$ cat config.mk
export PLATFORM = sky130hd
export DESIGN_NAME = cp0_unit
export DESIGN_NICKNAME = d
export VERILOG_FILES = /design/src/rtl/cp0_unit.sv
export SDC_FILE = /design/constraint.sdc
export NUM_CORES = 1
export LEC_CHECK = 0
export CORE_MARGIN = 10
export CORE_UTILIZATION = 30
export DETAILED_ROUTE_END_ITERATION = 10
export HOLD_SLACK_MARGIN = 0.03
export PLACE_DENSITY = 0.65
export RECOVER_POWER = 100
export SLEW_MARGIN = 30
export SYNTH_ARGS = -nofsm -noshare
export SYNTH_HDL_FRONTEND = slang
export SYNTH_SLANG_ARGS = --single-unit
$ cat constraint.sdc
create_clock -name clk -period 5.3 [get_ports clk]
set_clock_uncertainty 0.05 [all_clocks]
set_input_delay 1.06 -clock clk [delete_from_list [all_inputs] [get_ports clk]]
set_output_delay 1.06 -clock clk [all_outputs]
set_load 0.01 [all_outputs]
$ cat src/rtl/cp0_unit.sv
// Coprocessor-0 for the P7 pipeline: SR/Cause/EPC/PRId, exception/interrupt
// arbitration, mfc0 read port, mtc0 write port and eret handling.
module cp0_unit #(
    parameter logic [31:0] PRID_VAL     = 32'h4D49_5053,
    parameter logic [31:0] HANDLER_ADDR = 32'h0000_4180
) (
    input  logic        clk,
    input  logic        reset,
    input  logic [4:0]  A1,
    input  logic [4:0]  A2,
    input  logic [31:0] DIn,
    input  logic        WE,
    input  logic [31:0] PC_M,
    input  logic        BD_M,
    input  logic [4:0]  ExcCode_M,
    input  logic        eret_M,
    input  logic [5:0]  HWInt,
    output logic [31:0] DOut,
    output logic [31:0] EPC_out,
    output logic [31:0] HandlerPC,
    output logic        IntReq
);

    // EXL is the handler state: StInHandler masks every request (no nesting).
    typedef enum logic {StNormal, StInHandler} state_e;

    state_e      state_q, state_d;
    logic [5:0]  im_q, im_d;
    logic        ie_q, ie_d;
    logic        bd_q, bd_d;
    logic [5:0]  ip_q, ip_d;
    logic [4:0]  exc_code_q, exc_code_d;
    logic [29:0] epc_q, epc_d;   // word address; EPC[1:0] are always zero

    logic        exl;
    logic        int_irq;
    logic        exc_req;
    logic [31:0] sr_val;
    logic [31:0] cause_val;
    logic [31:0] epc_val;

    // Only IM/EXL/IE of SR and the word part of EPC are writable.
    logic unused_bits;
    assign unused_bits = ^{DIn[31:16], DIn[9:2], PC_M[1:0]};

    // Request arbitration and register views.
    always_comb begin
        exl       = (state_q == StInHandler);
        int_irq   = (|(HWInt & im_q)) & ie_q & ~exl;
        exc_req   = (ExcCode_M != 5'd0) & ~exl;
        IntReq    = int_irq | exc_req;
        sr_val    = {16'b0, im_q, 8'b0, exl, ie_q};
        cause_val = {bd_q, 15'b0, ip_q, 3'b0, exc_code_q, 2'b0};
        epc_val   = {epc_q, 2'b00};
        EPC_out   = epc_val;
        HandlerPC = HANDLER_ADDR;
    end

    // mfc0 read port; no bypass of a same-cycle mtc0.
    always_comb begin
        DOut = 32'b0;
        case (A1)
            5'd12:   DOut = sr_val;
            5'd13:   DOut = cause_val;
            5'd14:   DOut = epc_val;
            5'd15:   DOut = PRID_VAL;
            default: DOut = 32'b0;
        endcase
    end

    // Next state: exception entry overrides mtc0/eret; eret wins EXL over a same-cycle mtc0.
    always_comb begin
        state_d    = state_q;
        im_d       = im_q;
        ie_d       = ie_q;
        bd_d       = bd_q;
        ip_d       = HWInt;
        exc_code_d = exc_code_q;
        epc_d      = epc_q;
        if (IntReq) begin
            state_d    = StInHandler;
            bd_d       = BD_M;
            exc_code_d = int_irq ? 5'd0 : ExcCode_M;
            // Delay-slot victims restart at the branch; wraps modulo 2^32.
            epc_d      = PC_M[31:2] - {29'b0, BD_M};
        end else begin
            if (WE) begin
                case (A2)
                    5'd12: begin
                        im_d    = DIn[15:10];
                        ie_d    = DIn[0];
                        state_d = DIn[1] ? StInHandler : StNormal;
                    end
                    5'd14:   epc_d = DIn[31:2];
                    default: ;
                endcase
            end
            if (eret_M) begin
                state_d = StNormal;
            end
        end
    end

    // State registers with synchronous reset.
    always_ff @(posedge clk) begin
        if (reset) begin
            state_q    <= StNormal;
            im_q       <= 6'b0;
            ie_q       <= 1'b0;
            bd_q       <= 1'b0;
            ip_q       <= 6'b0;
            exc_code_q <= 5'b0;
            epc_q      <= 30'b0;
        end else begin
            state_q    <= state_d;
            im_q       <= im_d;
            ie_q       <= ie_d;
            bd_q       <= bd_d;
            ip_q       <= ip_d;
            exc_code_q <= exc_code_d;
            epc_q      <= epc_d;
        end
    end

endmodule

After elaboration in Yosys (flattened, before gate mapping)
Cells that the tools add are included.
- bitwise logic cells: 7
- reductions and logical operators: 9
- $add $sub $neg: 1
- multiplexer cells: 10
- eq/ne operators: 6
- operator list (cell ; number):
    $pmux 32 s4 ; 1
    $mux 30 ; 3
    $eq 5x4->1 const B ; 6
    $sub 30x1->30 ; 1
    $and 6x6->6 ; 1
    $reduce_bool 3->1 ; 2
    $reduce_or 6->1 ; 1
    $mux 1 ; 5
    $mux 5 ; 1
    $reduce_bool 5->1 ; 1
    $reduce_and 2->1 ; 2
    $reduce_bool 2->1 ; 2
    $and 1x1->1 ; 3
    $reduce_and 3->1 ; 1
    $not 1->1 ; 2
    $or 1x1->1 ; 1
- input bits: 90
- flip-flop bits (word level): 50
- output and inout port bits: 97
- word-level logic and storage cells: 40

Logic depth before layout (Yosys ltp)
- depth after elaboration: 7
- mapped depth: 8
- mapped depth without buffers: 8

Least setup slack after synthesis
OpenSTA, ideal clock, no wires.
- path type: in2out
- start point: input ExcCode_M[1]
- end point: output IntReq
- arrival time: 2.397 ns
- data required time: 4.190 ns
- path slack: 1.793 ns
- cell stages on the path: 6
- path buffers: 2
- path through: or4_1 -> o21ai_0 -> and2_1 -> buf_2 -> clkinv_1 -> clkbuf_1
- word-level cells in the longest chain between the ends: 3
- ends and longest elaborated chain (element ; RTL line ; source):
    start: declaration ; 15 ; input logic [4:0] ExcCode_M,
    $reduce_bool 5->1 ; 50 ; exc_req = (ExcCode_M != 5'd0) & ~exl;
    $and 1x1->1 ; 50 ;
    $or 1x1->1 ; 51 ; IntReq = int_irq | exc_req;
    end: declaration ; 21 ; output logic IntReq
No other way between the ends.

Worst setup path in the final report
- start point: input A1[0]
- end point: output DOut[11]
- word-level cells in the longest chain between the ends: 2
- elaborated cells between the ends (all ways): 5
- those cells by class: eq/ne: 4; mux: 1
- ends and longest elaborated chain (element ; RTL line ; source):
    start: declaration ; 9 ; input logic [4:0] A1,
    $eq 5x4->1 ; 62 ; case (A1)
    $pmux 32 s4 * ; 62 ;
    end: declaration ; 18 ; output logic [31:0] DOut,
Mark *: on every way between the ends. The rest lies on a longest branch, timed or not.

==> impl_metrics.csv <==
group,metric,value,unit
outcome,run_status,"finished with violations",
outcome,violated_checks,"capacitance limit, slew limit",
placement,dp.cells,684,
detailed_routing,drt_drc_violations_left,0,
yosys,synth_compound_area_share,15.7,%
placement,detailedPlace.worstSlack,0.984,ns
die,number_of_top_level_design_ports,187,
critical_path,max_stage_delay,0.74,ns
yosys,synth_edf_count,0,
critical_path,critical_path_cell_list,"dlygate4sd3_1 > clkbuf_1 > mux2i_1 > nor2_1 > a21oi_1 > nor2_1 > dlygate4sd3_1",
global_routing,grt.met1_usage,17.9,%
die,core.rowCount,38,
clock_tree,post_cts.resized_instances,0,
sta,timing.max_slew.rel_slack,-59.2,%
sta,final-hold-violation-count,0,
clock_tree,tritoncts.num_buffers,5,
final_layout,net_count_final,643,
final_layout,fill_cells,1078,
placement,detailed_place_hpwl,10200,µm
sta,min_period,4.64,ns
final_layout,area_growth_syn_to_fin,47.7,%
placement,last_weighted_congestion_value_of_the_routability_driven_placer,0.883,
sta,final.hold.worst_slack,0.421,ns
global_routing,globalRouteMet3Util,3.51,%
die,coreArea,0.0108,mm²
critical_path,crit_fanout,15,
critical_path,critPathRequiredTime,4.19,ns
clock_tree,cts_num_sinks,50,
global_routing,grt-busiest-layer,"met2",
detailed_routing,total_via_count_in_the_routed_design,3305,
yosys,synthSimpleGateAreaFrac,23.0,%
sta,post-route-period-util,87.5,%
die,die_w,125,µm
sta,max_slew_violation_count,95,
placement,placement.io_buffers,150,
yosys,synth-seq-cells,50,
critical_path,worstPathArrival,3.53,ns
critical_path,setup.worst_path.start_class,"primary input",
yosys,synth_top_family_by_area,"simple AND/OR/NAND/NOR gates",
power,ir_drop,0.115,mV
die,effective_utilization_at_floorplan,30.7,%
final_layout,final-instance-count-excl-fill,692,
final_layout,final_cell_mix,"93 x sky130_fd_sc_hd__clkdlybuf4s50_1, 61 x sky130_fd_sc_hd__nor2_1, 56 x sky130_fd_sc_hd__dlygate4sd3_1",
yosys,post_synth_adder_cell_area,0.751,%
sta,max_slew.worst_pin.slew,2.39,ns
critical_path,critical_path.slowest_cell,"sky130_fd_sc_hd__dlygate4sd3_1",
die,die_h,125,µm
power,power_density,200,mW/mm²
clock_tree,cts.root.buffer_cell,"sky130_fd_sc_hd__clkbuf_8",
sta,setup_viol,0,
yosys,mappedNetlistArea,0.00333,mm²
sta,finalSetupTns,0,ns
global_routing,pin_count_of_the_biggest_net_entering_global_routing,51,
yosys,synthArstFlopShare,0,%
final_layout,antennaDiodeCount,0,
detailed_routing,route.detailed.vias_per_inst,4.78,
yosys,multiplexer_share_of_the_synthesized_area,12.8,%
yosys,synth.avg_cell_area,8.05,µm²
detailed_routing,ant_nets,0,
critical_path,worst_path_dominant_cell_family,"buffers and inverters",
detailed_routing,first_iter_violations,138,
detailed_routing,drt-pass1-iter-count,4,
global_routing,global_route_usage_over_all_layers,15.2,%
yosys,yosys_most_used_dff,"sky130_fd_sc_hd__dfxtp_1",
global_routing,antenna_violations_before_repair,0,
global_routing,grt_first_pass_wirelength,19500,µm
sta,grt_setup_unrepaired,"no",
yosys,post-synth-top-area-fraction,30.0,%
yosys,yosysSeqAreaShare,30.0,%
final_layout,footprint_of_the_multi_input_gates,0.00207,mm²
clock_tree,max-clock-path-buffers,2,
min_path,min-delay-path-class,"reg -> reg",
clock_tree,tritoncts,"built",
yosys,synth.distinct_cells,49,
die,design.die.area,0.0157,mm²
final_layout,fraction_of_final_layout_cells_sized_beyond_drive_strength_1,3.99,%
sta,fmax,0.216,GHz
power,total_power,0.984,mW
yosys,synth_top_area_cell,"sky130_fd_sc_hd__dfxtp_1",
detailed_routing,average_wire_per_standard_cell,18.3,µm
global_routing,first_global_vias,3409,
clock_tree,cts_hold_buf,0,
final_layout,layout.cells.most_common,"sky130_fd_sc_hd__clkdlybuf4s50_1",
yosys,synthXorXnorAreaFrac,6.05,%
detailed_routing,drt_wl_total,12600,µm
yosys,yosys_synthesis_warning_count,0,
clock_tree,clk_pin_slew,0.11,ns
flow_run,maxCapViolations,2,
clock_tree,cts-htree-levels,2,
critical_path,critPathKind,"in -> out",
critical_path,path_buf_inv,3,
critical_path,worstSetupEndpointType,"primary output",
global_routing,globalRouteMet2Util,27.1,%
final_layout,seq_area,0.00100,mm²
power,cellLeakagePower,2.11,nW
clock_tree,cts_post_setup_buffers_inserted,0,
sta,fin_ws,0.663,ns
clock_tree,clk_latency,0.32,ns
yosys,synthTopCellsByArea,"sky130_fd_sc_hd__dfxtp_1 30%, sky130_fd_sc_hd__mux2i_1 11%, sky130_fd_sc_hd__buf_4 7.7%",
yosys,postSynthCellCount,414,
global_routing,globalRouteOverflowTotal,0,
==> path summary, 6_finish.rpt <==
kind / endpoint / start / depth (start not counted) / slack [ns]
setup / recovery: DOut[11] / A1[0] / 7 / 0.66
hold / removal: exc_code_q[4]$_SDFFE_PP0P_ / exc_code_q[4]$_SDFFE_PP0P_ / 2 / 0.42
setup reg to reg: exl$_SDFFE_PP0P_ / im_q[0]$_SDFFE_PP0P_ / 6 / 1.85
hold reg to reg: exc_code_q[4]$_SDFFE_PP0P_ / exc_code_q[4]$_SDFFE_PP0P_ / 2 / 0.42
==> synthesized netlist by cell type (5+ instances only) <==
master / instances
sky130_fd_sc_hd__a211oi_1: 15
sky130_fd_sc_hd__a21o_1: 14
sky130_fd_sc_hd__a21oi_1: 28
sky130_fd_sc_hd__and2_1: 12
sky130_fd_sc_hd__buf_4: 34
sky130_fd_sc_hd__clkbuf_1: 20
sky130_fd_sc_hd__dfxtp_1: 50
sky130_fd_sc_hd__mux2_2: 5
sky130_fd_sc_hd__mux2i_1: 37
sky130_fd_sc_hd__nand2_1: 18
sky130_fd_sc_hd__nand3_1: 7
sky130_fd_sc_hd__nor2_1: 61
sky130_fd_sc_hd__nor2b_1: 11
sky130_fd_sc_hd__nor3_1: 9
sky130_fd_sc_hd__nor4_1: 14
sky130_fd_sc_hd__o21ai_0: 5
sky130_fd_sc_hd__xnor2_1: 19
==> cells by family after synthesis <==
group / count (synthesis)
buffers and inverters: 65
AOI/OAI and AO/OA: 79
adders and majority gates: 2
other: 2
and+or+nand+nor: 151
muxes: 42
DFF: 50
xor gates and xnor gates: 23
==> state kept, by name, summed over array words and instances (netlist names) <==
register,count
bd_q,1
exl,1
ie_q,1
exc_code_q,5
epc_q,30
im_q,6
ip_q,6
==> worst reg2reg max path, stage by stage, from the launching register on <==
cell,delay (ns)
sky130_fd_sc_hd__dfxtp_1,0.34
sky130_fd_sc_hd__a22o_1,0.24
sky130_fd_sc_hd__o311ai_0,0.44
sky130_fd_sc_hd__and2_0,0.22
sky130_fd_sc_hd__clkbuf_1,1.48
sky130_fd_sc_hd__o21ai_0,0.25
sky130_fd_sc_hd__nor2b_1,0.23
==> cell type report <==
cell class,count,share of cell area [%]
Multi-Input combinational cell,331,42.1
Timing Repair Buffer,158,31.3
Sequential cell,50,20.3
Tap cell,140,3.56
Clock buffer,5,1.40
Clock inverter,3,0.966
Inverter,5,0.381
==> where the power goes <==
group | total (mW) | switching, mW | internal, mW | leakage [nW]
registers | 0.427 | 0.0225 | 0.404 | 0.414
logic | 0.265 | 0.126 | 0.139 | 1.64
clock network | 0.293 | 0.149 | 0.143 | 0.0587
==> stage by stage <==
| stage | util, % | cell area (µm²) |
|---|---|---|
| 3_5_place_dp | 44.5 | 4830 |
| 3_3_place_gp | 44.5 | 4830 |
| 5_1_grt | 45.4 | 4920 |
| 4_1_cts | 45.6 | 4940 |
| 2_1_floorplan | - | 3450 |
| 6_report | 45.4 | 4920 |
==> per-layer routing <==
metal	up-vias	wire [µm]
met5	-	0
met4	0	182
met3	11	695
met2	109	6420
met1	1520	5330
li1	1665	-
(Power assumes the default switching activity.)
